File: src/rtl/rom_read_arbiter.sv
// Two-requester burst read arbiter in front of a synchronous 4K x 32 ROM.
// Define ROM_ARB_RR_EN for round-robin arbitration; default is fixed priority (requester 0).
module rom_read_arbiter (
    input  logic        clk,
    input  logic        rst,
    input  logic        req_0,
    input  logic [31:0] addr_0,
    input  logic [3:0]  len_0,
    output logic        gnt_0,
    input  logic        req_1,
    input  logic [31:0] addr_1,
    input  logic [3:0]  len_1,
    output logic        gnt_1,
    output logic        rvalid_0,
    output logic [31:0] rdata_0,
    output logic        rlast_0,
    input  logic        rready_0,
    output logic        rvalid_1,
    output logic [31:0] rdata_1,
    output logic        rlast_1,
    input  logic        rready_1,
    output logic        ROM_en,
    output logic        ROM_read,
    output logic [11:0] ROM_addr,
    input  logic [31:0] ROM_out,
    output logic        busy
);

    typedef enum logic [1:0] {
        IDLE  = 2'd0,
        ISSUE = 2'd1,
        DATA  = 2'd2
    } state_t;

    state_t      state_r;
    state_t      state_s;
    logic        owner_r;
    logic        owner_s;
    logic [11:0] base_r;
    logic [11:0] base_s;
    logic [3:0]  len_r;
    logic [3:0]  len_s;
    logic [3:0]  beat_cnt_r;
    logic [3:0]  beat_cnt_s;
    logic        win_s;
    logic        grant_s;
    logic        own_rready_s;
    logic        last_s;
    logic [11:0] cur_addr_s;
    logic        unused_s;

    // Only the word-address bits [13:2] reach the ROM.
    assign unused_s     = ^{addr_0[31:14], addr_0[1:0], addr_1[31:14], addr_1[1:0]};
    assign grant_s      = rst && (state_r == IDLE) && (req_0 || req_1);
    assign own_rready_s = owner_r ? rready_1 : rready_0;
    assign last_s       = (beat_cnt_r == len_r);
    assign cur_addr_s   = base_r + {8'd0, beat_cnt_r};

`ifdef ROM_ARB_RR_EN
    logic last_gnt_r;

    // Round-robin pick: on a tie the requester not granted last wins.
    always_comb begin
        if (req_0 && req_1) begin
            win_s = ~last_gnt_r;
        end else if (req_0) begin
            win_s = 1'b0;
        end else begin
            win_s = 1'b1;
        end
    end

    // Last-granted pointer; resets to 1 so requester 0 wins the first tie.
    always_ff @(posedge clk or negedge rst) begin
        if (!rst) begin
            last_gnt_r <= 1'b1;
        end else if (grant_s) begin
            last_gnt_r <= win_s;
        end else begin
            last_gnt_r <= last_gnt_r;
        end
    end
`else
    // Fixed priority: requester 0 always wins a tie.
    always_comb begin
        if (req_0) begin
            win_s = 1'b0;
        end else begin
            win_s = 1'b1;
        end
    end
`endif

    // Next-state logic for the FSM and the burst context registers.
    always_comb begin
        state_s    = state_r;
        owner_s    = owner_r;
        base_s     = base_r;
        len_s      = len_r;
        beat_cnt_s = beat_cnt_r;
        case (state_r)
            IDLE: begin
                if (grant_s) begin
                    owner_s    = win_s;
                    base_s     = win_s ? addr_1[13:2] : addr_0[13:2];
                    len_s      = win_s ? len_1 : len_0;
                    beat_cnt_s = 4'd0;
                    state_s    = ISSUE;
                end else begin
                    state_s = IDLE;
                end
            end
            ISSUE: begin
                state_s = DATA;
            end
            DATA: begin
                // Last handshake returns to IDLE; the grant waits one bubble cycle.
                if (own_rready_s && last_s) begin
                    beat_cnt_s = 4'd0;
                    state_s    = IDLE;
                end else if (own_rready_s) begin
                    beat_cnt_s = beat_cnt_r + 4'd1;
                end else begin
                    beat_cnt_s = beat_cnt_r;
                end
            end
            default: begin
                state_s = IDLE;
            end
        endcase
    end

    // State and burst context registers.
    always_ff @(posedge clk or negedge rst) begin
        if (!rst) begin
            state_r    <= IDLE;
            owner_r    <= 1'b0;
            base_r     <= 12'd0;
            len_r      <= 4'd0;
            beat_cnt_r <= 4'd0;
        end else begin
            state_r    <= state_s;
            owner_r    <= owner_s;
            base_r     <= base_s;
            len_r      <= len_s;
            beat_cnt_r <= beat_cnt_s;
        end
    end

    // Output decode; the ROM address runs one beat ahead unless the owner stalls.
    always_comb begin
        gnt_0    = 1'b0;
        gnt_1    = 1'b0;
        rvalid_0 = 1'b0;
        rdata_0  = 32'd0;
        rlast_0  = 1'b0;
        rvalid_1 = 1'b0;
        rdata_1  = 32'd0;
        rlast_1  = 1'b0;
        ROM_en   = 1'b0;
        ROM_read = 1'b0;
        ROM_addr = 12'd0;
        busy     = 1'b0;
        if (rst) begin
            case (state_r)
                IDLE: begin
                    gnt_0 = grant_s && !win_s;
                    gnt_1 = grant_s && win_s;
                end
                ISSUE: begin
                    busy     = 1'b1;
                    ROM_en   = 1'b1;
                    ROM_read = 1'b1;
                    ROM_addr = base_r;
                end
                DATA: begin
                    busy     = 1'b1;
                    ROM_en   = 1'b1;
                    ROM_read = 1'b1;
                    ROM_addr = own_rready_s ? (cur_addr_s + 12'd1) : cur_addr_s;
                    if (owner_r) begin
                        rvalid_1 = 1'b1;
                        rdata_1  = ROM_out;
                        rlast_1  = last_s;
                    end else begin
                        rvalid_0 = 1'b1;
                        rdata_0  = ROM_out;
                        rlast_0  = last_s;
                    end
                end
                default: begin
                    busy = 1'b0;
                end
            endcase
        end else begin
            busy = 1'b0;
        end
    end

endmodule

File: config.mk
export PLATFORM = sky130hd
export DESIGN_NAME = rom_read_arbiter
export DESIGN_NICKNAME = d
export VERILOG_FILES = /design/src/rtl/rom_read_arbiter.sv
export SDC_FILE = /design/constraint.sdc
export NUM_CORES = 1
export LEC_CHECK = 0
export BUFFER_PORTS_ARGS = -buffer_cell sky130_fd_sc_hd__buf_2
export CORE_AREA = 2 2 85 87
export DETAILED_ROUTE_END_ITERATION = 6
export DIE_AREA = 0 0 87 89
export PLACE_DENSITY = 0.77
export SLEW_MARGIN = 20
export SYNTH_ARGS = -nofsm -noshare
export SYNTH_HDL_FRONTEND = slang
export SYNTH_SLANG_ARGS = --single-unit
File: constraint.sdc
create_clock -name clk -period 2.82 [get_ports clk]
set_clock_uncertainty 0.05 [all_clocks]
set_input_delay 0.423 -clock clk [delete_from_list [all_inputs] [get_ports clk]]
set_output_delay 0.423 -clock clk [all_outputs]
set_load 0.03 [all_outputs]
# After elaboration in Yosys (flattened, before gate mapping)
# Cells that the tools add are included.
[word_totals]
word_cells = 63
regBits = 23
output_inout_bits = 85
inputBits = 110
[classes]
eq_ne = 6
reduce_logical = 11
n_mux = 38
n_addsub = 3
[op_table]
columns = ["cell", "count"]
rows = [
  ["32-bit two-way mux", 6],
  ["12-bit two-way mux", 3],
  ["12-bit case mux with 2 select lines", 1],
  ["1-bit two-way mux", 21],
  ["4-bit two-way mux", 4],
  ["12-bit by 1-bit adder with 12-bit output (second input constant)", 1],
  ["12-bit by 4-bit adder with 12-bit output", 1],
  ["4-bit case mux with 2 select lines", 1],
  ["2-bit case mux with 3 select lines", 1],
  ["1-bit logical AND", 5],
  ["4-bit by 1-bit adder with 4-bit output (second input constant)", 1],
  ["4-bit == test", 1],
  ["2-bit inequality test (second input constant)", 2],
  ["3-bit inequality test (second input constant)", 1],
  ["3-bit AND reduction", 1],
  ["2-bit by 1-bit == test with 1-bit output (second input constant)", 1],
  ["2-bit == test (second input constant)", 1],
  ["2-bit logical NOT", 1],
  ["2-bit two-way mux", 1],
  ["2-bit AND reduction", 1],
  ["2-bit nonzero test", 1],
  ["2-bit OR reduction", 1],
  ["1-bit logical OR", 1],
]

# Logic depth before layout (Yosys ltp)
[logic_depth]
word_depth = 6
mapped_depth = 8
ltp_nobuf = 8

# Worst setup path after synthesis
# Ideal clock, no wire load.
[synth_timing]
path_type = "reg2out"
startpoint = "register beat_cnt_r[0]"
endpoint = "output port ROM_addr[11]"
path_slack_ns = -0.436
path_buffers = 0
required_time_ns = 2.347
path_stages_with_launch = 9
arrival_time_ns = 2.783
path_cell_list = "dfrtp_1 ha_1 fa_1 a211o_1 and2_1 nor3_2 nand4_1 or3_1 o211ai_1"
[synth_between]
elab_chain_cells = 5
[synth_lines]
columns = ["item", "line", "text"]
rows = [
  ["from (decl)", "43", "logic [3:0] beat_cnt_r;"],
  ["from (signal assigned)", "146", "beat_cnt_r <= beat_cnt_s;"],
  ["12-bit by 4-bit adder with 12-bit output *", "57", "assign cur_addr_s = base_r + {8'd0, beat_cnt_r};"],
  ["12-bit by 1-bit adder with 12-bit output", "180", "ROM_addr = own_rready_s ? (cur_addr_s + 12'd1) : cur_addr_s;"],
  ["12-bit two-way mux *", "180", ""],
  ["12-bit case mux with 2 select lines *", "165", "case (state_r)"],
  ["12-bit two-way mux *", "164", "if (rst) begin"],
  ["to (decl)", "24", "output logic [11:0] ROM_addr,"],
]
# Mark *: on every way between the ends. The rest lies on a longest branch, timed or not.

# Worst setup path after layout
[layout_timing]
startpoint = "register beat_cnt_r[0]"
endpoint = "output port ROM_addr[10]"
# The elaborated chain is that of the path after synthesis.

==> flow_metrics.py <==
metrics = {
    "floorplanning": {
        "io-pin-count": 195,
        "fp.dieH_um": 89,
        "dieArea_um2": 7740,
        "rows": 30,
        "core_area_um2": 6720,
        "die_w_um": 87,
        "floorplan.initialDensity": 0.357,
    },
    "power": {
        "leakage_nw": 2.01,
        "ir_drop_mv": 0.301,
        "seqPwrFrac": 0.243,
        "swShare": 0.491,
        "pwr_density_cell_nw_per_um2": 708,
        "clkPwrFrac": 0.076,
        "p_int_mw": 1.33,
        "power.total_mw": 2.62,
        "power.switching_mw": 1.29,
        "pwr-share-comb": 0.680,
    },
    "synth": {
        "synth-simple-area-share": 0.343,
        "ys_ff_latch": 23,
        "synth_top_area_frac": 0.240,
        "netlist_instances": 305,
        "syn_nets": 425,
        "ys_types": 50,
        "synth-async-reset-ratio": 1.00,
        "netlist.top_cell.by_area": "dfrtp_1",
        "synth_edf_count": 0,
        "synth-main-ff-cell": "dfrtp_1",
        "synthMuxAreaShare": 0.0861,
        "synth_adder_area_share": 0.0553,
        "synth.avg_cell_area_um2": 7.86,
        "synth_top_family_by_area": "simple AND/OR/NAND/NOR gates",
        "yosys-top-cells-area": "dfrtp_1, and2_1, mux2i_1, nand2_1, ha_1",
        "ys_seq_area_frac": 0.240,
        "synth-compound-area-share": 0.171,
        "synth-xor-area-share": 0.0616,
        "yosysWarnings": 0,
        "syn_area_um2": 2400,
    },
    "sta": {
        "setup_slack_ps": -462,
        "tns_ps": -2990,
        "finalCritPeriodShare": 1.16,
        "hold_viol": 0,
        "tightest_slew_ps": 533,
        "timing.fmax_mhz": 305,
        "relSlewSlack": 0.642,
        "rsz0062_at_grt": "true",
        "finalSetupViolations": 8,
        "finalMaxSlewViolations": 0,
        "period_needed_ps": 3280,
    },
    "final_layout": {
        "final_cell_mix": "buf_2, and2_1, buf_4",
        "syn2layout_area_growth_pct": 54.5,
        "drive_gt1_frac": 0.473,
        "final_nets": 601,
        "final_util": 0.551,
        "fillers": 600,
        "finalInstanceArea_um2": 3700,
        "antenna_cells": 0,
        "seqCellArea_um2": 576,
        "multi_input_area_um2": 1870,
        "final_common_cell": "buf_2",
    },
    "global_route": {
        "track_usage": 0.167,
        "grt_pass1_vias": 2277,
        "grt_max_degree": 34,
        "grt_antenna_before_repair": 0,
        "grt_pass1_wl_um": 10600,
        "grt_overflow": 0,
    },
    "cts": {
        "cts_root_buffer": "clkbuf_8",
        "clkLatencyLatePin_ps": 260,
        "cts_tree": "done",
        "cts_buffers": 3,
        "cts_hold_buffers": 0,
        "htree_levels": 1,
        "clock_sinks": 23,
        "cts_max_path_buffers": 2,
        "clkTransAtPathRegs_ps": 80,
    },
    "drt": {
        "wire_per_inst_um": 13.1,
        "remaining_drc_errors": 0,
        "drt_iter0_markers": 104,
        "postRouteAntennaNets": 0,
        "routed_via_density": 4.91,
        "wirelength_um": 7350,
        "drt_pass1_iterations": 4,
        "vias": 2751,
    },
    "critical_path": {
        "rrSetupSlack_ps": 890,
        "critPathKind": "reg2out",
        "crit_slowest_cell": "dfrtp_1",
        "critical_path.max_stage_delay_ps": 390,
        "start_kind": "flop",
        "required_ps": 2350,
        "path_max_fanout": 5,
        "crit_arrival_ps": 2810,
        "cp-end-kind": "primary output",
        "crit_chain": "ha_2, fa_2, a211o_1, and3_4, xor2_4, nand4_4, or3_1, a32o_2, buf_6",
    },
    "placed_design": {
        "io_buffers": 154,
        "dp_slack_ps": -199,
        "place_area_um2": 3480,
        "gp_congestion": 0.864,
        "dp_hpwl_um": 5930,
    },
    "status": {
        "violations": "negative setup slack",
        "outcome": "complete, but fails checks",
    },
    "hold_path": {
        "holdCritPathClass": "in2async",
    },
    "flow_run": {
        "maxCapViolCount": 0,
    },
}
==> state kept, by name, indices dropped and copies added (netlist names) <==
| signal | cells |
|---|---|
| base_r | 12 |
| beat_cnt_r | 4 |
| len_r | 4 |
| state_r | 2 |
| owner_r | 1 |
==> through the flow <==
| stage | cells | hold WS [ps] |
|---|---|---|
| 2_1_floorplan | 305 | 77.4 |
| 3_3_place_gp | 554 | 343 |
| 3_5_place_dp | 554 | 341 |
| 4_1_cts | 559 | 58.4 |
| 5_1_grt | 560 | 74.7 |
| 6_report | 560 | 67.4 |
==> Yosys cell counts, types with 2 or more instances <==
cell	count
or2_2	2
o21ai_1	6
xor2_1	5
nand3b_1	2
clkbuf_1	13
mux2_2	2
a21oi_1	8
inv_1	7
and2_1	65
o32ai_1	2
o21ai_0	22
a31o_1	2
mux2i_1	17
nor2_1	17
or3_1	4
a32o_1	3
a22oi_1	6
nand3_1	5
xnor2_1	10
nand4_1	4
nor3_1	5
buf_2	2
ha_1	9
and3_1	6
nand2_1	31
dfrtp_1	23
buf_4	2
o211ai_1	3
==> metal layers <==
layer	track usage	up-vias	wire length (um)
li1	-	1410	-
met1	0.234	1254	3270
met2	0.285	85	3720
met3	0.0111	2	326
met4	0.0341	0	36
met5	0	-	0
==> worst max-delay path, delay by kind of cell (launching register included) <==
| family | cells | cell delay [ps] |
|---|---|---|
| AO/OA/AOI/OAI | 2 | 560 |
| XOR/XNOR | 1 | 190 |
| adder cells (fa/ha/maj) | 2 | 550 |
| buffers and inverters | 1 | 140 |
| flip-flops | 1 | 390 |
| AND/OR/NAND/NOR | 3 | 720 |
==> path summary, 6_finish.rpt <==
check / start / end / depth (start not counted)
setup / recovery: beat_cnt_r[0] / ROM_addr[10] / 9
hold / removal: rst / base_r[0] / 2
setup reg to reg: beat_cnt_r[2] / beat_cnt_r[0] / 6
hold reg to reg: len_r[2] / len_r[2] / 2
max in group asynchronous: rst / beat_cnt_r[2] / 2
min in group clk: len_1[2] / len_r[2] / 3
==> cell type report <==
type,instances,area share
multi-input combinational,257,0.504
clock buffer,3,0.0111
inverter,7,0.00709
clock inverter,1,0.00135
tap,80,0.0270
sequential,23,0.155
timing repair buffer,189,0.294
==> repair_timing <==
item | CTS | global route
endpoints found under the setup margin | 10 | 11
buffers inserted | 1 | 2
pin swaps | 7 | 11
gates cloned | 0 | 0
gates resized for setup | 25 | 14
==> kinds of logic after synthesis <==
family / count (synthesis)
AND/OR/NAND/NOR: 147
flip-flops: 23
AO/OA/AOI/OAI: 64
adder cells (fa/ha/maj): 10
buffers and inverters: 25
XOR/XNOR: 16
multiplexers: 20
==> power by group through the flow <==
stage / clock network, mW / logic [mW] / registers, mW
after floorplan: 0 / 1.15 / 0.582
after global placement: 0 / 1.56 / 0.629
after detailed placement: 0 / 1.62 / 0.638
after CTS: 0.205 / 1.71 / 0.636
after global routing: 0.222 / 1.94 / 0.664
final: 0.200 / 1.78 / 0.638
Note: power is estimated with default switching activity, not from simulation.
